<file path="src/rtl/serial_input_regs.sv">
// serial_input_regs: decodes 5-byte UART write packets (SYNC, ID, HI, LO, CHK)
// into six 15-bit CPU input registers and answers each packet with ACK/NAK.
module serial_input_regs #(
    parameter int unsigned TIMEOUT_CYCLES = 100000,
    parameter logic [7:0]  SYNC_BYTE      = 8'hA5,
    parameter logic [7:0]  ACK_BYTE       = 8'h06,
    parameter logic [7:0]  NAK_BYTE       = 8'h15
) (
    input  logic        clock,
    input  logic        reset_n,
    input  logic [7:0]  rx_data,
    input  logic        rx_valid,
    input  logic        tx_busy,
    output logic [7:0]  tx_data,
    output logic        tx_start,
    output logic [14:0] DSKY_VERB_data,
    output logic [14:0] DSKY_NOUN_data,
    output logic [14:0] AXI_G_data,
    output logic [14:0] AXI_RA_data,
    output logic [14:0] AXI_RB_data,
    output logic [14:0] AXI_ATX_data,
    output logic [5:0]  update_strobe,
    output logic [7:0]  err_count,
    output logic        resp_overrun
);

    localparam logic [2:0] S_SYNC = 3'd0;
    localparam logic [2:0] S_ID   = 3'd1;
    localparam logic [2:0] S_HI   = 3'd2;
    localparam logic [2:0] S_LO   = 3'd3;
    localparam logic [2:0] S_CHK  = 3'd4;

    localparam int unsigned         IDLE_W    = (TIMEOUT_CYCLES > 1) ? $clog2(TIMEOUT_CYCLES) : 1;
    localparam logic [IDLE_W-1:0]   IDLE_LAST = IDLE_W'(TIMEOUT_CYCLES - 1);

    logic [2:0]        state_q, state_d;
    logic [7:0]        id_q, id_d;
    logic [7:0]        hi_q, hi_d;
    logic [7:0]        lo_q, lo_d;
    logic [IDLE_W-1:0] idle_q, idle_d;
    logic [7:0]        err_q, err_d;
    logic [14:0]       regs_q [6];
    logic [14:0]       regs_d [6];
    logic [5:0]        strobe_q, strobe_d;
    logic [7:0]        tx_data_q, tx_data_d;
    logic              pending_q, pending_d;
    logic              overrun_q, overrun_d;

    logic              queue_resp;
    logic [7:0]        queue_byte;
    logic              chk_match;
    logic              id_ok;
    logic              hi_ok;
    logic              accept;

    // A packet is good only if the checksum, register index and HI framing bit all agree.
    assign chk_match = ((id_q ^ hi_q ^ lo_q) == rx_data);
    assign id_ok     = (id_q <= 8'd5);
    assign hi_ok     = ~hi_q[7];
    assign accept    = chk_match & id_ok & hi_ok;

    // A pending response goes out on the first cycle the transmitter is free.
    assign tx_start  = pending_q & ~tx_busy;

    // Packet parser, idle timeout, register writes and error counting.
    always_comb begin
        state_d    = state_q;
        id_d       = id_q;
        hi_d       = hi_q;
        lo_d       = lo_q;
        idle_d     = idle_q;
        err_d      = err_q;
        regs_d     = regs_q;
        strobe_d   = 6'b000000;
        queue_resp = 1'b0;
        queue_byte = ACK_BYTE;
        if (rx_valid) begin
            idle_d = '0;
            case (state_q)
                S_SYNC: begin
                    if (rx_data == SYNC_BYTE) begin
                        state_d = S_ID;
                    end
                end
                S_ID: begin
                    id_d    = rx_data;
                    state_d = S_HI;
                end
                S_HI: begin
                    hi_d    = rx_data;
                    state_d = S_LO;
                end
                S_LO: begin
                    lo_d    = rx_data;
                    state_d = S_CHK;
                end
                S_CHK: begin
                    state_d    = S_SYNC;
                    queue_resp = 1'b1;
                    if (accept) begin
                        queue_byte = ACK_BYTE;
                        for (int i = 0; i < 6; i++) begin
                            if (id_q == 8'(i)) begin
                                regs_d[i]   = {hi_q[6:0], lo_q};
                                strobe_d[i] = 1'b1;
                            end
                        end
                    end else begin
                        queue_byte = NAK_BYTE;
                        if (err_q != 8'hFF) begin
                            err_d = err_q + 8'd1;
                        end
                    end
                end
                default: begin
                    state_d = S_SYNC;
                end
            endcase
        end else if (state_q != S_SYNC) begin
            if (idle_q == IDLE_LAST) begin
                state_d = S_SYNC;
                idle_d  = '0;
                if (err_q != 8'hFF) begin
                    err_d = err_q + 8'd1;
                end
            end else begin
                idle_d = idle_q + IDLE_W'(1);
            end
        end
    end

    // Single-entry response buffer; a queue that coincides with a send is not an overrun.
    always_comb begin
        tx_data_d = tx_data_q;
        pending_d = pending_q & ~tx_start;
        overrun_d = overrun_q;
        if (queue_resp) begin
            tx_data_d = queue_byte;
            pending_d = 1'b1;
            if (pending_q && !tx_start) begin
                overrun_d = 1'b1;
            end
        end
    end

    // State update; reset drops any partial packet and any unsent response.
    always_ff @(posedge clock or negedge reset_n) begin
        if (!reset_n) begin
            state_q   <= S_SYNC;
            id_q      <= 8'h00;
            hi_q      <= 8'h00;
            lo_q      <= 8'h00;
            idle_q    <= '0;
            err_q     <= 8'h00;
            for (int i = 0; i < 6; i++) begin
                regs_q[i] <= 15'h0000;
            end
            strobe_q  <= 6'b000000;
            tx_data_q <= 8'h00;
            pending_q <= 1'b0;
            overrun_q <= 1'b0;
        end else begin
            state_q   <= state_d;
            id_q      <= id_d;
            hi_q      <= hi_d;
            lo_q      <= lo_d;
            idle_q    <= idle_d;
            err_q     <= err_d;
            regs_q    <= regs_d;
            strobe_q  <= strobe_d;
            tx_data_q <= tx_data_d;
            pending_q <= pending_d;
            overrun_q <= overrun_d;
        end
    end

    assign DSKY_VERB_data = regs_q[0];
    assign DSKY_NOUN_data = regs_q[1];
    assign AXI_G_data     = regs_q[2];
    assign AXI_RA_data    = regs_q[3];
    assign AXI_RB_data    = regs_q[4];
    assign AXI_ATX_data   = regs_q[5];
    assign update_strobe  = strobe_q;
    assign err_count      = err_q;
    assign tx_data        = tx_data_q;
    assign resp_overrun   = overrun_q;

endmodule
</file>
<file path="config.mk">
export PLATFORM = sky130hd
export DESIGN_NAME = serial_input_regs
export DESIGN_NICKNAME = d
export VERILOG_FILES = /design/src/rtl/serial_input_regs.sv
export SDC_FILE = /design/constraint.sdc
export NUM_CORES = 1
export LEC_CHECK = 0
export BUFFER_PORTS_ARGS = -buffer_cell sky130_fd_sc_hd__buf_2
export CORE_MARGIN = 2
export CORE_UTILIZATION = 46
export CTS_BUF_LIST = sky130_fd_sc_hd__clkbuf_2
export DETAILED_ROUTE_END_ITERATION = 8
export PLACE_DENSITY = 0.68
export SLEW_MARGIN = 25
export SYNTH_ARGS = -nofsm -noshare
export SYNTH_HDL_FRONTEND = slang
export SYNTH_SLANG_ARGS = --single-unit
</file>
<file path="constraint.sdc">
create_clock -name clock -period 6.1 [get_ports clock]
set_clock_uncertainty 0.2 [all_clocks]
set_input_delay 0.61 -clock clock [delete_from_list [all_inputs] [get_ports clock]]
set_output_delay 0.61 -clock clock [all_outputs]
set_load 0.03 [all_outputs]
</file>
# Word-level counts from Yosys, hierarchy flattened
# Index checks and enable logic that the tools add are counted.
# word_totals
regBits	158
latch_bits	0
ramBits	0
rom_bits	0
input_bits	12
out_inout_bits	114
wordCells	92
mem_count	0
# op_classes
add_sub_neg	2
multipliers	0
n_div	0
n_lt_le_gt_ge	1
eq_ne	16
shift	0
mux	29
n_bitwise	9
n_reduce_logical	19
# ops
cell	count
$mux 17	3
$mux 8	6
$reduce_and 4->1	7
$mux 6	3
$add 17x1->17 const B	1
$eq 17x17->1 const B	1
$eq 8x2->1 const B	2
$eq 8x3->1 const B	2
$xor 8x8->8	2
$mux 5	3
$mux 3	4
$pmux 3 s4	1
$mux 1	9
$add 8x1->8 const B	1
$eq 8x1->1 const B	1
$eq 8x8->1	1
$eq 8x8->1 const B	1
$le 8x3->1 const B	1
$logic_not 8->1	1
$ne 8x8->1 const B	1
$reduce_and 2->1	4
$eq 3x2->1 const B	2
$and 1x1->1	4
$reduce_bool 2->1	2
other kinds (11)	13

# Depth between registers and ports, before layout
# Gate-level depths: netlist of the first run.
# logic_depth
depth_word	8
depth_mapped	10
mapped_depth_nobuf	7

# Worst setup path before layout of the first run
# OpenSTA, ideal clock, no wires.
# synth_timing
kind	register to register
startpoint	register lo_q[2]
endpoint	register regs_q, in the netlist AXI_RA_data[10]
setup_ns	0.125
arrival_ns	3.188
t_required_ns	5.775
setup_slack_ns	2.587
stages_incl_launch_ff	11
n_path_buf	4
period_less_slack_ns	3.513
cell_sequence	dfrtp_1 -> clkbuf_2 -> xnor3_1 -> mux2_1 -> or3_4 -> or4_4 -> buf_6 -> or4b_1 -> buf_6 -> buf_8 -> mux2_4
# synth_via
elab_chain_cells	5
# synth_rtl
element	line	rtl
start: declaration	39	logic [7:0] lo_q, lo_d;
start signal: assignment	166	lo_q <= lo_d;
$xor 8x8->8	57	assign chk_match = ((id_q ^ hi_q ^ lo_q) == rx_data);
$eq 8x8->1	57	
$and 1x1->1 (2 in series)	60	assign accept = chk_match & id_ok & hi_ok;
$reduce_and 4->1 (no source line)	n/a	
end signal: assignment	169	regs_q <= regs_d;
end: declaration	42	logic [14:0] regs_q [6];
# Every way passes these cells.
# A chain may end at the register's enable or synchronous reset.

# Worst setup path in the final report of the first run
# layout_timing
startpoint	register hi_q[2]
endpoint	register regs_q, in the netlist AXI_G_data[0]
# layout_via
elab_chain_cells	6
# layout_rtl
element	line	rtl
start: declaration	38	logic [7:0] hi_q, hi_d;
start signal: assignment	165	hi_q <= hi_d;
$xor 8x8->8 (2 in series)	57	
$eq 8x8->1	57	
$and 1x1->1 (2 in series)	60	
$reduce_and 4->1 (no source line)	n/a	
# Every way passes these cells.

==> metrics.csv, run 1 <==
metric;value;unit
status;complete, no violations;
finalCriticalPeriod;4.16;ns
setup_viol_count_final;0;
ys_seq_elements;153;
cts-root-buf;clkbuf_2;
start_util;46.8;%
fmax;241;MHz
synth.avg_cell_area;13.8;um^2
wl_per_cell;17.5;um
antenna_cells;0;
synthTopCellsByArea;dfrtp_1 59%, mux2_2 16%, mux2_4 4.4%, xnor2_1 2.8%, xor2_1 2.3%;
grt_max_degree;99;
wl;13.9;mm
crit_arrival;4.56;ns
start_kind;register;
antenna_found_initial;0;
netlist_instances;470;
grt_pass1_vias;4191;
core;13800;um^2
hold_class;input port to async pin;
clock-sinks;153;
drt_drc_violations_left;0;
yosysSeqAreaShare;59.2;%
endpoint_kind;register;
first_pass_iters;5;
gp_congestion;0.804;
dieArea;15000;um^2
final_core_util;54.5;%
ant_nets;0;
final.period_utilization;68.1;%
nets;614;
p_leak;0.00407;uW
rrSetupSlack;1.94;ns
finalHoldViolCount;0;
synth_most_common_cell;dfrtp_1;
fill_cells;1185;
async_reset_ff_share;100;%
power_per_cell_area;317;nW/um^2
synth_top_area_share;59.2;%
grt_pass1_wl;22.1;mm
crit_type;register to register;
ys.flop_type;dfrtp_1;
netlist_top_cells_count;153 x dfrtp_1, 94 x mux2_2, 24 x nand2_1;
area_delta_synth_final;16.5;%
cts_made_buffers;17;
yosysWarnings;0;
hold-worst-slack;0.306;ns
synth_area;6470;um^2
via_per_inst;5.24;
cpMaxStageDelayCell;nand4_1;
clock_latency;0.70;ns
tightest_slew;1.10;ns
io_pins;126;
drtIter0Drc;321;
die-width;123;um
cts_buffer_depth;2;
gr-total-overflow;0;
row_count;43;
synth_edf_count;0;
peakVddDrop;0.182;mV
maxSlewHeadroom;26.5;%
rsz0062_at_grt;false;
cp_data_required_time;6.50;ns
synth_cell_type_count;46;
path_cells;xnor3_1 > mux2_1 > or3_4 > nor4_1 > nand4_1 > mux2_2;
yosysTopAreaCell;dfrtp_1;
fp.dieH;123;um
drv_slew;0;
hpwlAfterDp;9.53;mm
setup-tns-final;0;ns
portBuffers;121;
clk_pin_slew;0.20;ns
vias;4158;
cts_tree;yes;
max_cap_violations;0;
grt.total_usage;19.4;%
drive_gt1_share;44.2;%
critPathMaxFanout;15;
cpPeakStageDelay;0.92;ns
htreeDepth;4;
[worst max-delay path: cells and delay by family, from the launching register on]
family	cells	cell delay, ns
simple gates	3	1.96
mux	2	0.92
flops	1	0.54
xor+xnor	1	0.45
[cells by family (layout without fill, tap and decap cells)]
logic type	Yosys count	count (layout)	synth area share (%)
flip-flops	153	153	59.2
other	1	4	0.0579
multiplexers	114	114	20.9
buffers and inverters	32	172	2.86
adder cells (fa/ha/maj)	2	2	0.387
XOR/XNOR	39	39	5.49
AO/OA/AOI/OAI	20	20	1.97
AND/OR/NAND/NOR	109	109	9.14
[state kept, by name, summed over array words and instances, names as in the netlist]
name	cells
err_count	8
id_q	8
pending_q	1
AXI_G_data	15
resp_overrun	1
lo_q	8
AXI_ATX_data	15
hi_q	8
AXI_RB_data	15
idle_q	17
state_q	3
update_strobe	6
DSKY_VERB_data	15
tx_data	3
AXI_RA_data	15
DSKY_NOUN_data	15
[per-stage QoR]
| step | worst slack (ns) | std cells | power, uW | cell area, um^2 |
|---|---|---|---|---|
| after floorplan | 2.59 | 473 | 1670 | 6480 |
| after global placement | 1.93 | 749 | 1810 | 7170 |
| after detailed placement | 1.81 | 750 | 1830 | 7180 |
| after CTS | 1.82 | 793 | 2410 | 7540 |
| after global routing | 1.76 | 793 | 2520 | 7540 |
| final | 1.94 | 793 | 2390 | 7540 |
[layer usage]
metal  global-route usage [%]  vias to the layer above  share of wire (%)
met1                     25.6                     2111                 45
met2                     31.0                      116                 48
met3                     5.30                       25                5.3
met4                     6.61                        0                1.8
li1                         -                     1906                  -
met5                        0                        -                  0
[timing repair]
action	4_1_cts	5_1_grt
hold endpoints to repair	125	0
resized for setup	0	0
buffers inserted	0	0
hold buffers	11	0
setup endpoints to repair	0	0
[layout make-up]
cell class / count / area (um^2) / area share, %
clock buffer: 18 / 90.1 / 1.20
clock inverter: 14 / 156 / 2.08
inverter: 5 / 18.8 / 0.249
multi-input combinational: 288 / 2470 / 32.8
sequential: 153 / 3830 / 50.8
tap: 180 / 225 / 2.99
timing repair buffer: 135 / 748 / 9.93
[path summary, 6_finish.rpt]
check                                          from                   endpoint  cells past startpoint
min reg2reg                err_count[4]$_DFFE_PN0P_   err_count[4]$_DFFE_PN0P_                      1
min                                         reset_n      idle_q[9]$_DFFE_PN0P_                      2
min in group clock         err_count[4]$_DFFE_PN0P_   err_count[4]$_DFFE_PN0P_                      1
max reg2reg                     hi_q[2]$_DFFE_PN0P_  AXI_G_data[0]$_DFFE_PN0P_                      6
max                             hi_q[2]$_DFFE_PN0P_  AXI_G_data[0]$_DFFE_PN0P_                      6
max in group asynchronous                   reset_n      idle_q[6]$_DFFE_PN0P_                      3
[cells in the final DEF (no fill, tap or decap), types with 3 or more instances in the layout]
cell and instances:
a21oi_1 5, and3_1 7, buf_2 120, bufinv_16 3, clkbuf_2 18, clkinv_1 4, clkinv_2 3, clkinvlp_4 3
conb_1 4, dfrtp_1 153, dlygate4sd3_1 11, inv_1 4, mux2_2 94, mux2_4 19, nand2_1 24, nand2b_1 3
nand3_1 12, nand4_1 8, nor2_1 22, nor3_1 6, nor4_1 6, nor4b_1 4, nor4bb_1 3, o21ai_0 6
or3_1 3, xnor2_1 21, xor2_1 17
[where the power goes]
group          total [uW]  internal [uW]  switching [uW]
Sequential           1330           1130             200
Combinational         484            238             245
Clock                 576            224             351
Total                2390           1590             797
No activity file was read; power rests on OpenSTA's default activity.
==> inputs of run 2 (changes only) <==
Settings changed: PLACE_DENSITY 0.68 to 0.71.
Clock period 6.1 ns to 3.7 ns, I/O delays scaled along.
==> run 2 against run 1 <==
Effect of this change: non-clock buffer count is 9 higher; count of clock-buffer cells in the layout did not move; via count up 0.43%; core utilization is 0.85 points higher; critical endpoint is now AXI_ATX_data[5]$_DFFE_PN0P_; global-route usage up 0.48 points; cell count rose by 1.1%; largest cell class unchanged; critical path type unchanged.
==> metrics.csv, run 2 (synthesis results as in run 1) <==
metric;value;unit;change
largest_reg_flops;17;;unchanged
fmax;284;MHz;+18%
wl;14.0;mm;+0.98%
rsz0062_at_grt;false;;
endpoint_kind;register;;
clk_pin_slew;0.21;ns;about the same
r2r_start;lo_q[2]$_DFFE_PN0P_;;
reg2reg_to;AXI_ATX_data[5]$_DFFE_PN0P_;;
crit_type;register to register;;
peakVddDrop;0.266;mV;+46%
first_pass_iters;4;;-1
layout_commonest_cell;dfrtp_1;;
antenna_found_initial;0;;unchanged
clock_latency;0.72;ns;+0.02 ns
cp_data_required_time;4.12;ns;-2.38 ns
row_count;43;;unchanged
setup-tns-final;0;ns;unchanged
vias;4176;;+0.43%
finalCriticalPeriod;3.53;ns;-0.628 ns
nets;623;;+1.5%
rrSetupSlack;0.17;ns;-1.77 ns
cp_top_family;simple AND/OR/NAND/NOR gates;;
critPathMaxFanout;15;;unchanged
cts_tree;yes;;
ant_nets;0;;unchanged
power_per_cell_area;528;nW/um^2;+67%
start_kind;register;;
p_leak;0.00413;uW;+1.5%
clock-sinks;153;;unchanged
max_cap_violations;0;;unchanged
cpMaxStageDelayCell;or4_4;;
crit_arrival;3.95;ns;-0.61 ns
reg2reg_depth;7;;+1
setup_viol_count_final;0;;unchanged
path_buf_inv;1;;+1
gr-total-overflow;0;;unchanged
cts-root-buf;clkbuf_2;;
die-width;123;um;unchanged
top_register;idle_q;;
grt.total_usage;19.9;%;+0.48 points
hpwlAfterDp;9.68;mm;+1.7%
grt_max_degree;93;;-6.1%
core;13800;um^2;unchanged
htreeDepth;4;;unchanged
path_cells;xnor3_1 > mux2_1 > or3_4 > or4_4 > or4b_1 > buf_4 > mux2_4;;
area_delta_synth_final;18.3;%;
drive_gt1_share;45.0;%;+0.81 points
final_cell_mix;153 x dfrtp_1, 120 x buf_2, 94 x mux2_2;;
wl_per_cell;17.5;um;-0.15%
tightest_slew;0.889;ns;-0.213 ns
power.total;4040;uW;+69%
dieArea;15000;um^2;unchanged
cts_buffer_depth;2;;unchanged
drv_slew;0;;unchanged
grt_pass1_wl;22.6;mm;+2.1%
ctsResizeCount;0;;unchanged
maxSlewHeadroom;40.2;%;+14 points
drt_drc_violations_left;0;;unchanged
hold_class;input port to async pin;;
drtIter0Drc;183;;-43%
start_util;46.8;%;unchanged
status;complete, no violations;;
fp.dieH;123;um;unchanged
final.period_utilization;95.3;%;+27 points
cts_made_buffers;17;;unchanged
portBuffers;121;;unchanged
io_pins;126;;unchanged
grt_pass1_vias;4315;;+3.0%
via_per_inst;5.21;;-0.69%
cpPeakStageDelay;0.58;ns;-0.34 ns
antenna_cells;0;;unchanged
postCtsSetupBuffers;0;;unchanged
gp_congestion;0.821;;+2.1%
finalHoldViolCount;0;;unchanged
==> run 2: changes by cell type in the layout (fill, tap and decap cells not counted) <==
| cell | delta |
|---|---|
| or4b_1 | +1 |
| buf_6 | -1 |
| bufinv_16 | +1 |
| buf_4 | +8 |
| inv_6 | +3 |
| clkinv_2 | -2 |
| or4b_2 | -1 |
| dlygate4sd3_1 | +1 |
| buf_12 | +1 |
| clkinv_1 | -2 |
==> run 2: worst max path at each step <==
| stage | slack (ns) | endpoint | depth (start not counted) | from |
|---|---|---|---|---|
| 2_1_floorplan | 0.19 | AXI_RA_data[10]$_DFFE_PN0P_ | 10 | lo_q[2]$_DFFE_PN0P_ |
| 3_3_place_gp | 0.25 | AXI_ATX_data[13]$_DFFE_PN0P_ | 7 | lo_q[2]$_DFFE_PN0P_ |
| 3_5_place_dp | 0.22 | AXI_RA_data[12]$_DFFE_PN0P_ | 7 | lo_q[2]$_DFFE_PN0P_ |
| 4_1_cts | 0.17 | AXI_ATX_data[5]$_DFFE_PN0P_ | 7 | lo_q[2]$_DFFE_PN0P_ |
| 5_1_grt | 0.04 | AXI_ATX_data[6]$_DFFE_PN0P_ | 7 | lo_q[2]$_DFFE_PN0P_ |
| 6_report | 0.17 | AXI_ATX_data[5]$_DFFE_PN0P_ | 7 | lo_q[2]$_DFFE_PN0P_ |
==> run 2: layer usage <==
metal / track usage, % / vias up / part of all wire [%]
met4: 7.97 / 0 / 1.6
met5: 0 / - / 0
met3: 5.67 / 21 / 5.5
met2: 31.3 / 105 / 49
met1: 26.1 / 2134 / 44
li1: - / 1916 / -
==> run 2: what timing repair did <==
action                     in CTS  in global routing
hold endpoints to repair      128                  0
hold buffers                   12                  0
setup endpoints to repair       0                  0
==> run 2: area by class of cell <==
class / count / area (um^2)
multi-input combinational: 288 / 2470
clock inverter: 14 / 195
tap: 180 / 225
inverter: 5 / 18.8
timing repair buffer: 144 / 827
fill: 1154 / 6170
sequential: 153 / 3830
clock buffer: 18 / 90.1
==> run 2: stage by stage <==
| step | setup slack, ns | hold slack [ns] | area [um^2] | std cells | util [%] |
|---|---|---|---|---|---|
| 3_5_place_dp | 0.219 | 0.280 | 7250 | 758 | 52.4 |
| 2_1_floorplan | 0.187 | -0.126 | 6480 | 473 | - |
| 6_report | 0.173 | 0.0776 | 7650 | 802 | 55.4 |
| 3_3_place_gp | 0.253 | 0.247 | 7250 | 758 | 52.4 |
| 4_1_cts | 0.173 | 0.0303 | 7650 | 802 | 55.4 |
| 5_1_grt | 0.0444 | 0.0673 | 7650 | 802 | 55.4 |
==> run 2: report_power, final <==
group / internal, uW / switching (uW) / total, uW
clock: 451 / 597 / 1050
sequential: 1860 / 316 / 2170
combinational: 403 / 418 / 821
==> inputs of run 3 (changes only) <==
Settings changed: MAX_ROUTING_LAYER from default to met4.
==> run 3 against run 2 <==
Effect of this change: sequential share of layout area unchanged; first-iteration DRC count up 10%; count of clock-buffer cells in the layout unchanged; hold slack worse by 0.0072 ns; total power about the same; core utilization unchanged.
==> metrics.csv, run 3 (synthesis results as in run 1) <==
metric;value;unit;change
clkPwrFrac;26.0;%;about the same
layout_commonest_cell;dfrtp_1;;
cts_made_buffers;17;;unchanged
final.period_utilization;95.3;%;about the same
hpwlAfterDp;9.68;mm;unchanged
grt_pass1_wl;22.5;mm;-0.18%
wl_per_cell;17.5;um;+0.12%
drive_gt1_share;45.0;%;unchanged
setup_viol_count_final;0;;unchanged
nets;623;;unchanged
antenna_cells;0;;unchanged
drtIter0Drc;202;;+10%
swShare;33.0;%;+0.053 points
dieArea;15000;um^2;unchanged
via_per_inst;5.21;;about the same
crit_arrival;3.96;ns;about the same
fmax;284;MHz;about the same
maxSlewHeadroom;40.3;%;+0.16 points
rsz0062_at_grt;false;;
row_count;43;;unchanged
grt_max_degree;93;;unchanged
cpPeakStageDelay;0.58;ns;about the same
fp.dieH;123;um;unchanged
wl_met1;6.35;mm;+3.1%
drt_drc_violations_left;0;;unchanged
hold_class;input port to async pin;;
start_kind;register;;
cts-root-buf;clkbuf_2;;
wl;14.0;mm;+0.12%
routed-wl-met3;681;um;-11%
status;complete, no violations;;
crit_type;register to register;;
p_comb_share;20.3;%;about the same
grt.total_usage;20.5;%;+0.61 points
finalCriticalPeriod;3.53;ns;-0.000152 ns
portBuffers;121;;unchanged
highest_layer;met4;;
power_frac_seq;53.7;%;about the same
antenna_found_initial;0;;unchanged
tightest_slew;0.887;ns;-0.00240 ns
dp_slack;0.219;ns;unchanged
power_per_cell_area;529;nW/um^2;about the same
worst_slack;0.173;ns;+0.000152 ns
gr-total-overflow;0;;unchanged
power.total;4050;uW;about the same
path_cells;xnor3_1 > mux2_1 > or3_4 > or4_4 > or4b_1 > buf_4 > mux2_4;;
p_switching;1330;uW;+0.25%
reg2reg_depth;7;;unchanged
cts_tree;yes;;
peakVddDrop;0.266;mV;-0.16%
dr_wl_met2;6.84;mm;-0.42%
die-width;123;um;unchanged
setup-tns-final;0;ns;unchanged
top_register;idle_q;;
io_pins;126;;unchanged
first_pass_iters;4;;unchanged
grt_pass1_vias;4303;;-0.28%
final_cell_mix;153 x dfrtp_1, 120 x buf_2, 94 x mux2_2;;
vias;4179;;+0.072%
critPathMaxFanout;16;;+1
fill_cells;1154;;unchanged
cp_top_family;simple AND/OR/NAND/NOR gates;;
cp_data_required_time;4.13;ns;about the same
core;13800;um^2;unchanged
p_leak;0.00413;uW;unchanged
start_util;46.8;%;unchanged
endpoint_kind;register;;
path_buf_inv;1;;unchanged
finalHoldViolCount;0;;unchanged
clk_pin_slew;0.21;ns;about the same
largest_reg_flops;17;;unchanged
cp.depth;7;;unchanged
clock_latency;0.73;ns;about the same
htreeDepth;4;;unchanged
cpMaxStageDelayCell;or4_4;;
ant_nets;0;;unchanged
clock-sinks;153;;unchanged
max_cap_violations;0;;unchanged
cts_buffer_depth;2;;unchanged
area_delta_synth_final;18.3;%;unchanged
gp_congestion;0.833;;+1.5%
power.internal;2710;uW;about the same
drv_slew;0;;unchanged
postCtsSetupBuffers;0;;unchanged
-- run 3: cell counts in the layout (fill, tap and decap cells not counted) --
No cell type changed its count.
-- run 3: power by group through the flow --
stage               registers, uW  logic [uW]  clock network, uW
finish                       2170         821               1050
global route                 2220         897               1150
CTS                          2180         828               1080
detailed placement           2210         811                  0
global placement             2190         790                  0
floorplan                    2120         638                  0
-- run 3: area by class of cell --
type                            count  area, um^2  area share [%]
Clock buffer                       18        90.1            1.18
Clock inverter                     14         195            2.55
Inverter                            5        18.8           0.245
Multi-Input combinational cell    288        2470            32.3
Sequential cell                   153        3830            50.0
Tap cell                          180         225            2.94
Timing Repair Buffer              144         827            10.8
-- run 3: path summary, 6_finish.rpt --
| check | end | start | slack [ns] |
|---|---|---|---|
| max in group asynchronous | state_q[1]$_DFFE_PN0P_ | reset_n | 2.38 |
| min | idle_q[12]$_DFFE_PN0P_ | reset_n | 0.07 |
| min in group clock | idle_q[4]$_DFFE_PN0P_ | rx_valid | 0.26 |
| max reg2reg | AXI_RA_data[12]$_DFFE_PN0P_ | lo_q[2]$_DFFE_PN0P_ | 0.17 |
| min reg2reg | resp_overrun$_DFFE_PN0P_ | resp_overrun$_DFFE_PN0P_ | 0.31 |
| max | AXI_RA_data[12]$_DFFE_PN0P_ | lo_q[2]$_DFFE_PN0P_ | 0.17 |
-- run 3: layer usage --
metal,vias to the layer above,track usage (%)
met5,-,-
met4,0,6.90
met3,16,5.72
met2,116,31.3
met1,2131,26.6
li1,1916,-
-- run 3: metrics by stage --
step | instances | cell area (um^2) | hold slack, ns | utilization [%]
finish | 802 | 7650 | 0.0704 | 55.4
global route | 802 | 7650 | 0.0578 | 55.4
CTS | 802 | 7650 | 0.0303 | 55.4
detailed placement | 758 | 7250 | 0.280 | 52.4
global placement | 758 | 7250 | 0.247 | 52.4
floorplan | 473 | 6480 | -0.126 | -
-- run 3: what timing repair did --
item | 4_1_cts | 5_1_grt
hold buffers | 12 | 0
hold endpoints to repair | 128 | 0
gates resized for setup | 0 | 0
